--- src/rtl/stream_ctrl_pkg.sv ---
// stream_ctrl_pkg: state encoding, parameter defaults and source-priority helper
package stream_ctrl_pkg;
    localparam int N_SRC_DEF = 2;
    localparam int DATA_W_DEF = 16;
    localparam int CNT_W_DEF = 16;
    typedef enum logic [1:0] {
        IDLE  = 2'd0,
        RUN   = 2'd1,
        HOLD  = 2'd2,
        DRAIN = 2'd3
    } state_t;
    function automatic logic [2:0] lowest_idx(input logic [7:0] v);
        logic [2:0] idx;
        idx = '0;
        for (int i = 7; i >= 0; i--)
            if (v[i]) idx = 3'(i);
        return idx;
    endfunction
endpackage

--- src/rtl/stream_ctrl_if.sv ---
// stream_ctrl_if: source-select and buffer-write signals between controller and datapath
interface stream_ctrl_if #(
    parameter int N_SRC = 2,
    parameter int DATA_W = 16
) ();
    logic [N_SRC-1:0]        src_en;
    logic [N_SRC-1:0]        src_valid;
    logic [N_SRC*DATA_W-1:0] src_data;
    logic                    wr_en;
    logic [DATA_W-1:0]       wr_data;
    logic                    buf_full;
    logic                    buf_empty;
    logic                    rd_valid;
    modport master (
        output src_en, wr_en, wr_data,
        input  src_valid, src_data, buf_full, buf_empty, rd_valid
    );
    modport slave (
        input  src_en, wr_en, wr_data,
        output src_valid, src_data, buf_full, buf_empty, rd_valid
    );
endinterface

--- src/rtl/stream_ctrl_edge_det.sv ---
// edge_det: rising-edge detector that only fires after the input has been seen low
module edge_det (
    input  logic clk,
    input  logic rst,
    input  logic din,
    output logic rise
);
    logic din_q;
    logic armed;
    always_ff @(posedge clk) begin
        if (rst) begin
            din_q <= 1'b0;
            armed <= 1'b0;
        end else begin
            din_q <= din;
            armed <= armed | ~din;
        end
    end
    // armed keeps a level held high across reset from looking like a fresh edge
    assign rise = din & ~din_q & armed;
endmodule

--- src/rtl/stream_ctrl.sv ---
// stream_ctrl: selects one sequence source per run and streams its words into a buffer
module stream_ctrl
    import stream_ctrl_pkg::*;
#(
    parameter int N_SRC = N_SRC_DEF,
    parameter int DATA_W = DATA_W_DEF,
    parameter int CNT_W = CNT_W_DEF,
    localparam int SEL_W = N_SRC > 1 ? $clog2(N_SRC) : 1
) (
    input  logic             clk,
    input  logic             rst,
    input  logic [N_SRC-1:0] start,
    input  logic             stop,
    stream_ctrl_if.master    bus,
    output logic [1:0]       state,
    output logic [SEL_W-1:0] sel,
    output logic [CNT_W-1:0] word_cnt,
    output logic             drop
);
    state_t st, st_nxt;
    logic [N_SRC-1:0] start_rise;
    logic stop_rise;
    logic run_ok;
    logic go;
    for (genvar g = 0; g < N_SRC; g++) begin : g_start
        edge_det u_edge (.clk, .rst, .din(start[g]), .rise(start_rise[g]));
    end
    edge_det u_stop (.clk, .rst, .din(stop), .rise(stop_rise));
    assign state = st;
    assign go = st == IDLE && |start_rise;
    assign run_ok = st == RUN && !bus.buf_full;
    assign bus.src_en = run_ok ? N_SRC'(1) << sel : '0;
    always_comb begin
        st_nxt = st;
        case (st)
            IDLE:      st_nxt = |start_rise ? RUN : IDLE;
            RUN, HOLD: st_nxt = stop_rise ? DRAIN : bus.buf_full ? HOLD : RUN;
            DRAIN:     st_nxt = bus.buf_empty && !bus.rd_valid ? IDLE : DRAIN;
            default:   st_nxt = IDLE;
        endcase
    end
    always_ff @(posedge clk) begin
        if (rst) begin
            st          <= IDLE;
            sel         <= '0;
            word_cnt    <= '0;
            bus.wr_en   <= 1'b0;
            bus.wr_data <= '0;
            drop        <= 1'b0;
        end else begin
            st          <= st_nxt;
            sel         <= go ? SEL_W'(lowest_idx(8'(start_rise))) : sel;
            word_cnt    <= go ? '0 : (bus.wr_en && !(&word_cnt)) ? word_cnt + 1'b1 : word_cnt;
            bus.wr_en   <= run_ok && bus.src_valid[sel];
            bus.wr_data <= bus.src_data[sel*DATA_W +: DATA_W];
            drop        <= bus.src_valid[sel] && st != IDLE && !run_ok;
        end
    end
endmodule

--- src/flat_wrapper.sv ---
// flat-port wrapper written by rule: the top's interface ports become plain ports
module stream_ctrl_flat import stream_ctrl_pkg::*;
#(
    parameter int N_SRC = N_SRC_DEF,
    parameter int DATA_W = DATA_W_DEF,
    parameter int CNT_W = CNT_W_DEF,
    localparam int SEL_W = N_SRC > 1 ? $clog2(N_SRC) : 1
)
  (clk, rst, start, stop, state, sel, word_cnt, drop, bus_src_en, bus_wr_en, bus_wr_data, bus_src_valid, bus_src_data, bus_buf_full, bus_buf_empty, bus_rd_valid);
  stream_ctrl_if #(.N_SRC(N_SRC), .DATA_W(DATA_W)) bus_i ();
  input  logic clk;
  input  logic rst;
  input  logic [N_SRC-1:0] start;
  input  logic stop;
  output logic [1:0] state;
  output logic [SEL_W-1:0] sel;
  output logic [CNT_W-1:0] word_cnt;
  output logic drop;
  output wire logic [$bits(bus_i.src_en)-1:0] bus_src_en;
  output wire logic [$bits(bus_i.wr_en)-1:0] bus_wr_en;
  output wire logic [$bits(bus_i.wr_data)-1:0] bus_wr_data;
  input wire logic [$bits(bus_i.src_valid)-1:0] bus_src_valid;
  input wire logic [$bits(bus_i.src_data)-1:0] bus_src_data;
  input wire logic [$bits(bus_i.buf_full)-1:0] bus_buf_full;
  input wire logic [$bits(bus_i.buf_empty)-1:0] bus_buf_empty;
  input wire logic [$bits(bus_i.rd_valid)-1:0] bus_rd_valid;
  assign bus_src_en = bus_i.src_en;
  assign bus_wr_en = bus_i.wr_en;
  assign bus_wr_data = bus_i.wr_data;
  assign bus_i.src_valid = bus_src_valid;
  assign bus_i.src_data = bus_src_data;
  assign bus_i.buf_full = bus_buf_full;
  assign bus_i.buf_empty = bus_buf_empty;
  assign bus_i.rd_valid = bus_rd_valid;
  stream_ctrl #(.N_SRC(N_SRC), .DATA_W(DATA_W), .CNT_W(CNT_W)) u_core (.clk(clk), .rst(rst), .start(start), .stop(stop), .bus(bus_i), .state(state), .sel(sel), .word_cnt(word_cnt), .drop(drop));
endmodule
--- config.mk ---
export PLATFORM = sky130hd
export DESIGN_NAME = stream_ctrl_flat
export DESIGN_NICKNAME = d
export VERILOG_FILES = /design/src/rtl/stream_ctrl_pkg.sv /design/src/rtl/stream_ctrl_if.sv /design/src/rtl/stream_ctrl_edge_det.sv /design/src/rtl/stream_ctrl.sv /design/src/flat_wrapper.sv
export SDC_FILE = /design/constraint.sdc
export NUM_CORES = 1
export LEC_CHECK = 0
export ABC_AREA = 0
export CAP_MARGIN = 40
export CORE_UTILIZATION = 41
export CTS_CLUSTER_DIAMETER = 40
export CTS_CLUSTER_SIZE = 10
export DETAILED_ROUTE_END_ITERATION = 6
export PLACE_DENSITY = 0.77
export SKIP_LAST_GASP = 1
export SLEW_MARGIN = 0
export SYNTH_ARGS = -nofsm -noshare
export SYNTH_HDL_FRONTEND = slang
export SYNTH_SLANG_ARGS = --single-unit
--- constraint.sdc ---
create_clock -name clk -period 2.37 [get_ports clk]
set_clock_uncertainty 0.15 [all_clocks]
set_input_delay 0.237 -clock clk [delete_from_list [all_inputs] [get_ports clk]]
set_output_delay 0.237 -clock clk [all_outputs]
set_load 0.05 [all_outputs]
==> results.sh, run 1 <==
export IMPL_cts_tree="yes"
export IMPL_finalNonFillerCells=323
export IMPL_drtIter0Drc=90
export IMPL_dr_pass1_iters=4
export IMPL_clkLatencyLatePin_ns=0.29
export IMPL_dpl_cell_count=315
export IMPL_rsz0062_at_grt="no"
export IMPL_wl_per_cell_um=13.61
export IMPL_n_antenna_cell=0
export IMPL_critPathTopFamily="buffers and inverters"
export IMPL_critPathLaunchType="flip-flop"
export IMPL_worstSetupPathType="flip-flop to output port"
export IMPL_post_cts_setup_buffers=0
export IMPL_root_buffer="clkbuf_8"
export IMPL_io_buffers=80
export IMPL_clk_pin_slew_ns=0.08
export IMPL_finalInstanceArea_um2=2810
export IMPL_slowest_delay_ns=0.88
export IMPL_synth_distinct_cells=39
export IMPL_via_count=1722
export IMPL_critPathCaptureType="output port"
export IMPL_cts_buffers=5
export IMPL_die_h_um=68.91
export IMPL_clock_sinks=43
export IMPL_drt_wl_total_mm=4.395
export IMPL_coreArea_um2=4144
export IMPL_fin_nets=318
export IMPL_hold_depth=2
export IMPL_holdWs_ns=0.2997
export IMPL_setup_viol_count_final=0
export IMPL_n_fill_cell=345
export IMPL_hold_viol_final=0
export IMPL_maxSlewViolCount=0
export IMPL_vias_per_cell=5.331
export IMPL_syn_avg_cell_area_um2=9.610
export IMPL_boundaryPins=81
export IMPL_layout_drive_gt1_share_pct=7.326
export IMPL_relSlewSlack_pct=64.11
export IMPL_power_leakage_nw=1.018
export IMPL_critPathMaxFanout=9
export IMPL_synth_top_area_share_pct=46.90
export IMPL_setup_tns_ns=0
export IMPL_post_dp_hpwl_mm=3.289
export IMPL_fmaxAchievable_mhz=486.9
export IMPL_path_depth=1
export IMPL_routabilityCongestion=0.7796
export IMPL_powerDensity_nw_per_um2=572.0
export IMPL_yosys_area_top_type="dfxtp_1"
export IMPL_synth_edf_count=0
export IMPL_peakVddDrop_mv=0.4534
export IMPL_synth_most_common_cell="dfxtp_1"
export IMPL_syn_nets=237
export IMPL_cap_violations=0
export IMPL_overflow=0
export IMPL_postPlaceCellArea_um2=2693
export IMPL_async_flop_share_pct=0
export IMPL_areaGrowthSynthToFinish_pct=53.10
export IMPL_synth_ff_type="dfxtp_1"
export IMPL_final_seq_area_um2=860.8
export IMPL_track_usage_pct=20.22
export IMPL_multiInputGateArea_um2=905.9
export IMPL_min_period_over_period_pct=86.66
export IMPL_ys_seq_area_share_pct=46.90
export IMPL_cpMaxStageDelayCell="clkdlybuf4s50_1"
export IMPL_route_detailed_drc=0
export IMPL_reg2reg_depth=5
export IMPL_antenna_found_initial=0
export IMPL_yosys_warnings=0
export IMPL_antenna_left=0
export IMPL_netlist_area_um2=1836
export IMPL_num_rows=23
export IMPL_die_area_um2=4749
export IMPL_grt_pass1_vias=1573
export IMPL_min_path_type="flip-flop to flip-flop"
export IMPL_grt_max_degree=29
export IMPL_die_w_um=68.91
export IMPL_cts_resized=0
export IMPL_synthTopCellsByArea="dfxtp_1 (47%), mux2i_1 (9.8%), nor2_1 (4.5%), a21oi_1 (4.4%), o31ai_1 (2.9%)"
export IMPL_fin_crit_ns=2.054
export IMPL_worst_path_buf_inv=1
export IMPL_synth_seq_cells=43
export IMPL_cp_data_arrival_time_ns=1.67
export IMPL_synth_top_cells_by_count="dfxtp_1 (43), nor2_1 (22), mux2i_1 (18), a21oi_1 (16), inv_1 (8)"
export IMPL_status="finished, final reports clean"
export IMPL_grt_pass1_wl_mm=6.879
export IMPL_initial_core_util_pct=44.29
export IMPL_crit_chain="clkdlybuf4s50_1"
export IMPL_cts_buffer_depth=2
export IMPL_tightestPinTransition_ns=0.5343
export IMPL_critPathRequiredTime_ns=1.98
export IMPL_synth_cells=191
export IMPL_htree_levels=2
export IMPL_cts_hold_buf=0
routing by layer:
metal	wire length, um	GRT usage, %	vias to the layer above
met2	2066	34.10	76
met4	55	6.122	0
met5	0	0	-
met1	1724	20.62	781
li1	-	-	860
met3	549	12.50	5
placed cells by master (no fill, tap or decap), drive strengths merged, types with 2 or more instances in the layout:
cell,n
clkdlybuf4s50,77
dfxtp,43
nor2,22
mux2i,18
a21oi,16
inv,8
nor3,7
o21ai,7
o31ai,7
or4,6
clkbuf,6
nand3,6
nand2,5
nand4,5
or3,5
buf,5
ha,4
and3,3
nor2b,3
and4b,2
and4,2
nor4,2
final cells by class:
class / count / area share [%]
multi-input cells: 132 / 32.24
clock inverters: 2 / 1.247
repair buffers: 82 / 29.65
well taps: 50 / 2.226
inverters: 8 / 1.069
clock buffers: 6 / 2.939
flip-flops and latches: 43 / 30.63
metrics by stage:
step | util (%) | power, mW | setup WS (ns)
after floorplan | - | 0.9138 | 0.04065
after global placement | 64.98 | 1.038 | 0.4329
after global routing | 67.81 | 1.674 | 0.2054
after CTS | 67.81 | 1.624 | 0.3156
after detailed placement | 64.98 | 1.042 | 0.3455
final | 67.81 | 1.607 | 0.3160
flip-flops by register name (all words and copies together) (netlist names):
register                     count
u_core.bus.wr_en                 1
u_core.bus.wr_data              16
u_core.state                     2
u_core.drop                      1
u_core.u_stop.armed              1
u_core.g_start.u_edge.armed      2
u_core.g_start.u_edge.din_q      2
u_core.word_cnt                 16
u_core.sel                       1
u_core.u_stop.din_q              1
cell families (layout without fill, tap and decap cells):
group / Yosys count / after routing / share of synthesized area, %
adders and majority gates: 4 / 4 / 2.727
and+or+nand+nor: 72 / 72 / 23.11
AOI/OAI and AO/OA: 37 / 37 / 13.23
buffers and inverters: 16 / 98 / 3.749
DFF: 43 / 43 / 46.90
muxes: 18 / 18 / 9.816
xor gates and xnor gates: 1 / 1 / 0.4773
report_power, final:
group          switching (mW)  internal (mW)  total [mW]
Sequential             0.0106          0.749       0.760
Combinational           0.139          0.125       0.263
Clock                   0.243          0.341       0.584
Total                   0.392           1.21        1.61
final timing paths:
kind	startpoint	end	slack (ns)
hold / removal	u_core.g_start[0].u_edge.armed	u_core.g_start[0].u_edge.armed	0.30
hold reg to reg	u_core.g_start[0].u_edge.armed	u_core.g_start[0].u_edge.armed	0.30
setup reg to reg	u_core.state[1]	u_core.word_cnt[2]	0.34
setup / recovery	u_core.word_cnt[6]	word_cnt[6]	0.32
Power figures use the tool's default switching activity.
==> run 2: changes to the inputs <==
--- a/config.mk
+++ b/config.mk
@@ -5,12 +5,12 @@
 export SDC_FILE = /design/constraint.sdc
 export NUM_CORES = 1
 export LEC_CHECK = 0
-export ABC_AREA = 0
 export CAP_MARGIN = 40
 export CORE_UTILIZATION = 41
 export CTS_CLUSTER_DIAMETER = 40
 export CTS_CLUSTER_SIZE = 10
 export DETAILED_ROUTE_END_ITERATION = 6
+export MAX_ROUTING_LAYER = met4
 export PLACE_DENSITY = 0.77
 export SKIP_LAST_GASP = 1
 export SLEW_MARGIN = 0
==> run 2 against run 1 <==
Largest cell class unchanged. Sequential cell count did not move. Sequential power barely moved. Critical path depth did not move. Clock power barely moved. Setup slack improved by 0.0086 ns. Via count fell by 0.58%. Die area did not move.
==> results.sh, run 2 (synthesized netlist as in run 1, its figures left out) <==
export IMPL_cts_tree="yes"
export IMPL_clkLatencyLatePin_ns=0.29
export IMPL_layout_drive_gt1_share_pct=7.326
export IMPL_overflow=0
export IMPL_relSlewSlack_pct=64.21
export IMPL_layout_commonest_cell="clkdlybuf4s50_1"
export IMPL_routabilityCongestion=0.7903
export IMPL_cts_buffer_depth=2
export IMPL_die_h_um=68.91
export IMPL_multiInputGateArea_um2=905.9
export IMPL_boundaryPins=81
export IMPL_grt_pass1_vias=1561
export IMPL_coreArea_um2=4144
export IMPL_dr_pass1_iters=4
export IMPL_critPathTopFamily="buffers and inverters"
export IMPL_drtIter0Drc=91
export IMPL_io_buffers=80
export IMPL_wl_per_cell_um=13.60
export IMPL_route_detailed_drc=0
export IMPL_tightestPinTransition_ns=0.5328
export IMPL_final_seq_area_um2=860.8
export IMPL_post_dp_hpwl_mm=3.289
export IMPL_antenna_found_initial=0
export IMPL_power_leakage_nw=1.018
export IMPL_critPathLaunchType="flip-flop"
export IMPL_clk_pin_slew_ns=0.08
export IMPL_crit_chain="clkdlybuf4s50_1"
export IMPL_pre_cts_slack_ns=0.3455
export IMPL_fin_util_pct=67.81
export IMPL_maxSlewViolCount=0
export IMPL_post_cts_setup_buffers=0
export IMPL_clock_sinks=43
export IMPL_n_antenna_cell=0
export IMPL_track_usage_pct=20.90
export IMPL_r2r_start="u_core.state[1]"
export IMPL_vias_per_cell=5.300
export IMPL_num_rows=23
export IMPL_cts_hold_buf=0
export IMPL_critPathMaxFanout=9
export IMPL_fmaxAchievable_mhz=488.9
export IMPL_fin_crit_ns=2.045
export IMPL_drt_wl_total_mm=4.394
export IMPL_setup_tns_ns=0
export IMPL_grt_max_degree=29
export IMPL_areaGrowthSynthToFinish_pct=53.10
export IMPL_hold_viol_final=0
export IMPL_dpl_cell_count=315
export IMPL_setup_viol_count_final=0
export IMPL_rsz0062_at_grt="no"
export IMPL_antenna_left=0
export IMPL_cpMaxStageDelayCell="clkdlybuf4s50_1"
export IMPL_min_period_over_period_pct=86.30
export IMPL_cts_resized=0
export IMPL_status="finished, final reports clean"
export IMPL_final_cell_mix="clkdlybuf4s50_1 (77), dfxtp_1 (43), nor2_1 (22), mux2i_1 (18), a21oi_1 (16)"
export IMPL_worst_path_buf_inv=1
export IMPL_cp_data_arrival_time_ns=1.66
export IMPL_critPathCaptureType="output port"
export IMPL_timing_final_ws_setup_ns=0.3246
export IMPL_die_area_um2=4749
export IMPL_regToRegEndpoint="u_core.word_cnt[2]"
export IMPL_cap_violations=0
export IMPL_n_fill_cell=345
export IMPL_min_path_type="flip-flop to flip-flop"
export IMPL_slowest_delay_ns=0.87
export IMPL_finalNonFillerCells=323
export IMPL_worstSetupEndpoint="word_cnt[6]"
export IMPL_reg2reg_depth=5
export IMPL_peakVddDrop_mv=0.4547
export IMPL_ff2ff_setup_slack_ns=0.34
export IMPL_via_count=1712
export IMPL_critPathRequiredTime_ns=1.98
export IMPL_crit_start="u_core.word_cnt[6]"
export IMPL_cts_buffers=5
export IMPL_grt_pass1_wl_mm=6.879
export IMPL_fin_nets=318
export IMPL_reg_top3="u_core.bus.wr_data (16), u_core.word_cnt (16)"
export IMPL_die_w_um=68.91
export IMPL_htree_levels=2
export IMPL_initial_core_util_pct=44.29
export IMPL_path_depth=1
export IMPL_powerDensity_nw_per_um2=572.3
export IMPL_root_buffer="clkbuf_8"
export IMPL_worstSetupPathType="flip-flop to output port"
run 2: power by group:
group	total, mW	switching, mW	leakage, nW	internal (mW)
Combinational	0.264	0.139	0.604	0.125
Sequential	0.760	0.0106	0.353	0.749
Clock	0.585	0.244	0.0612	0.341
Total	1.61	0.393	1.02	1.21
run 2: per-layer routing:
metal | vias to the layer above | part of all wire (%) | GRT usage [%]
met4 | 0 | 1.3 | 6.122
met5 | - | 0 | -
met1 | 775 | 42 | 22.84
met2 | 72 | 47 | 33.86
li1 | 860 | - | -
met3 | 5 | 9.6 | 9.704
run 2: worst min-delay path by stage:
stage	startpoint	endpoint	slack, ns	cells after the start
after floorplan	start[0]	u_core.g_start[0].u_edge.armed	0.18	1
after global placement	u_core.g_start[0].u_edge.armed	u_core.g_start[0].u_edge.armed	0.28	2
after detailed placement	u_core.g_start[0].u_edge.armed	u_core.g_start[0].u_edge.armed	0.29	2
after CTS	u_core.g_start[0].u_edge.armed	u_core.g_start[0].u_edge.armed	0.30	2
after global routing	u_core.g_start[1].u_edge.armed	u_core.g_start[1].u_edge.armed	0.31	2
final	u_core.g_start[0].u_edge.armed	u_core.g_start[0].u_edge.armed	0.30	2
run 2: cell type report:
type	instances	share of cell area, %
clock buffers	6	2.939
multi-input cells	132	32.24
flip-flops and latches	43	30.63
well taps	50	2.226
inverters	8	1.069
clock inverters	2	1.247
repair buffers	82	29.65
run 2: per-stage QoR:
step / instance area [um^2] / hold WS, ns / power [mW]
after floorplan: 1836 / 0.1788 / 0.9138
after global placement: 2693 / 0.2841 / 1.038
after detailed placement: 2693 / 0.2893 / 1.042
after CTS: 2810 / 0.3013 / 1.624
after global routing: 2810 / 0.3107 / 1.674
final: 2810 / 0.2999 / 1.608
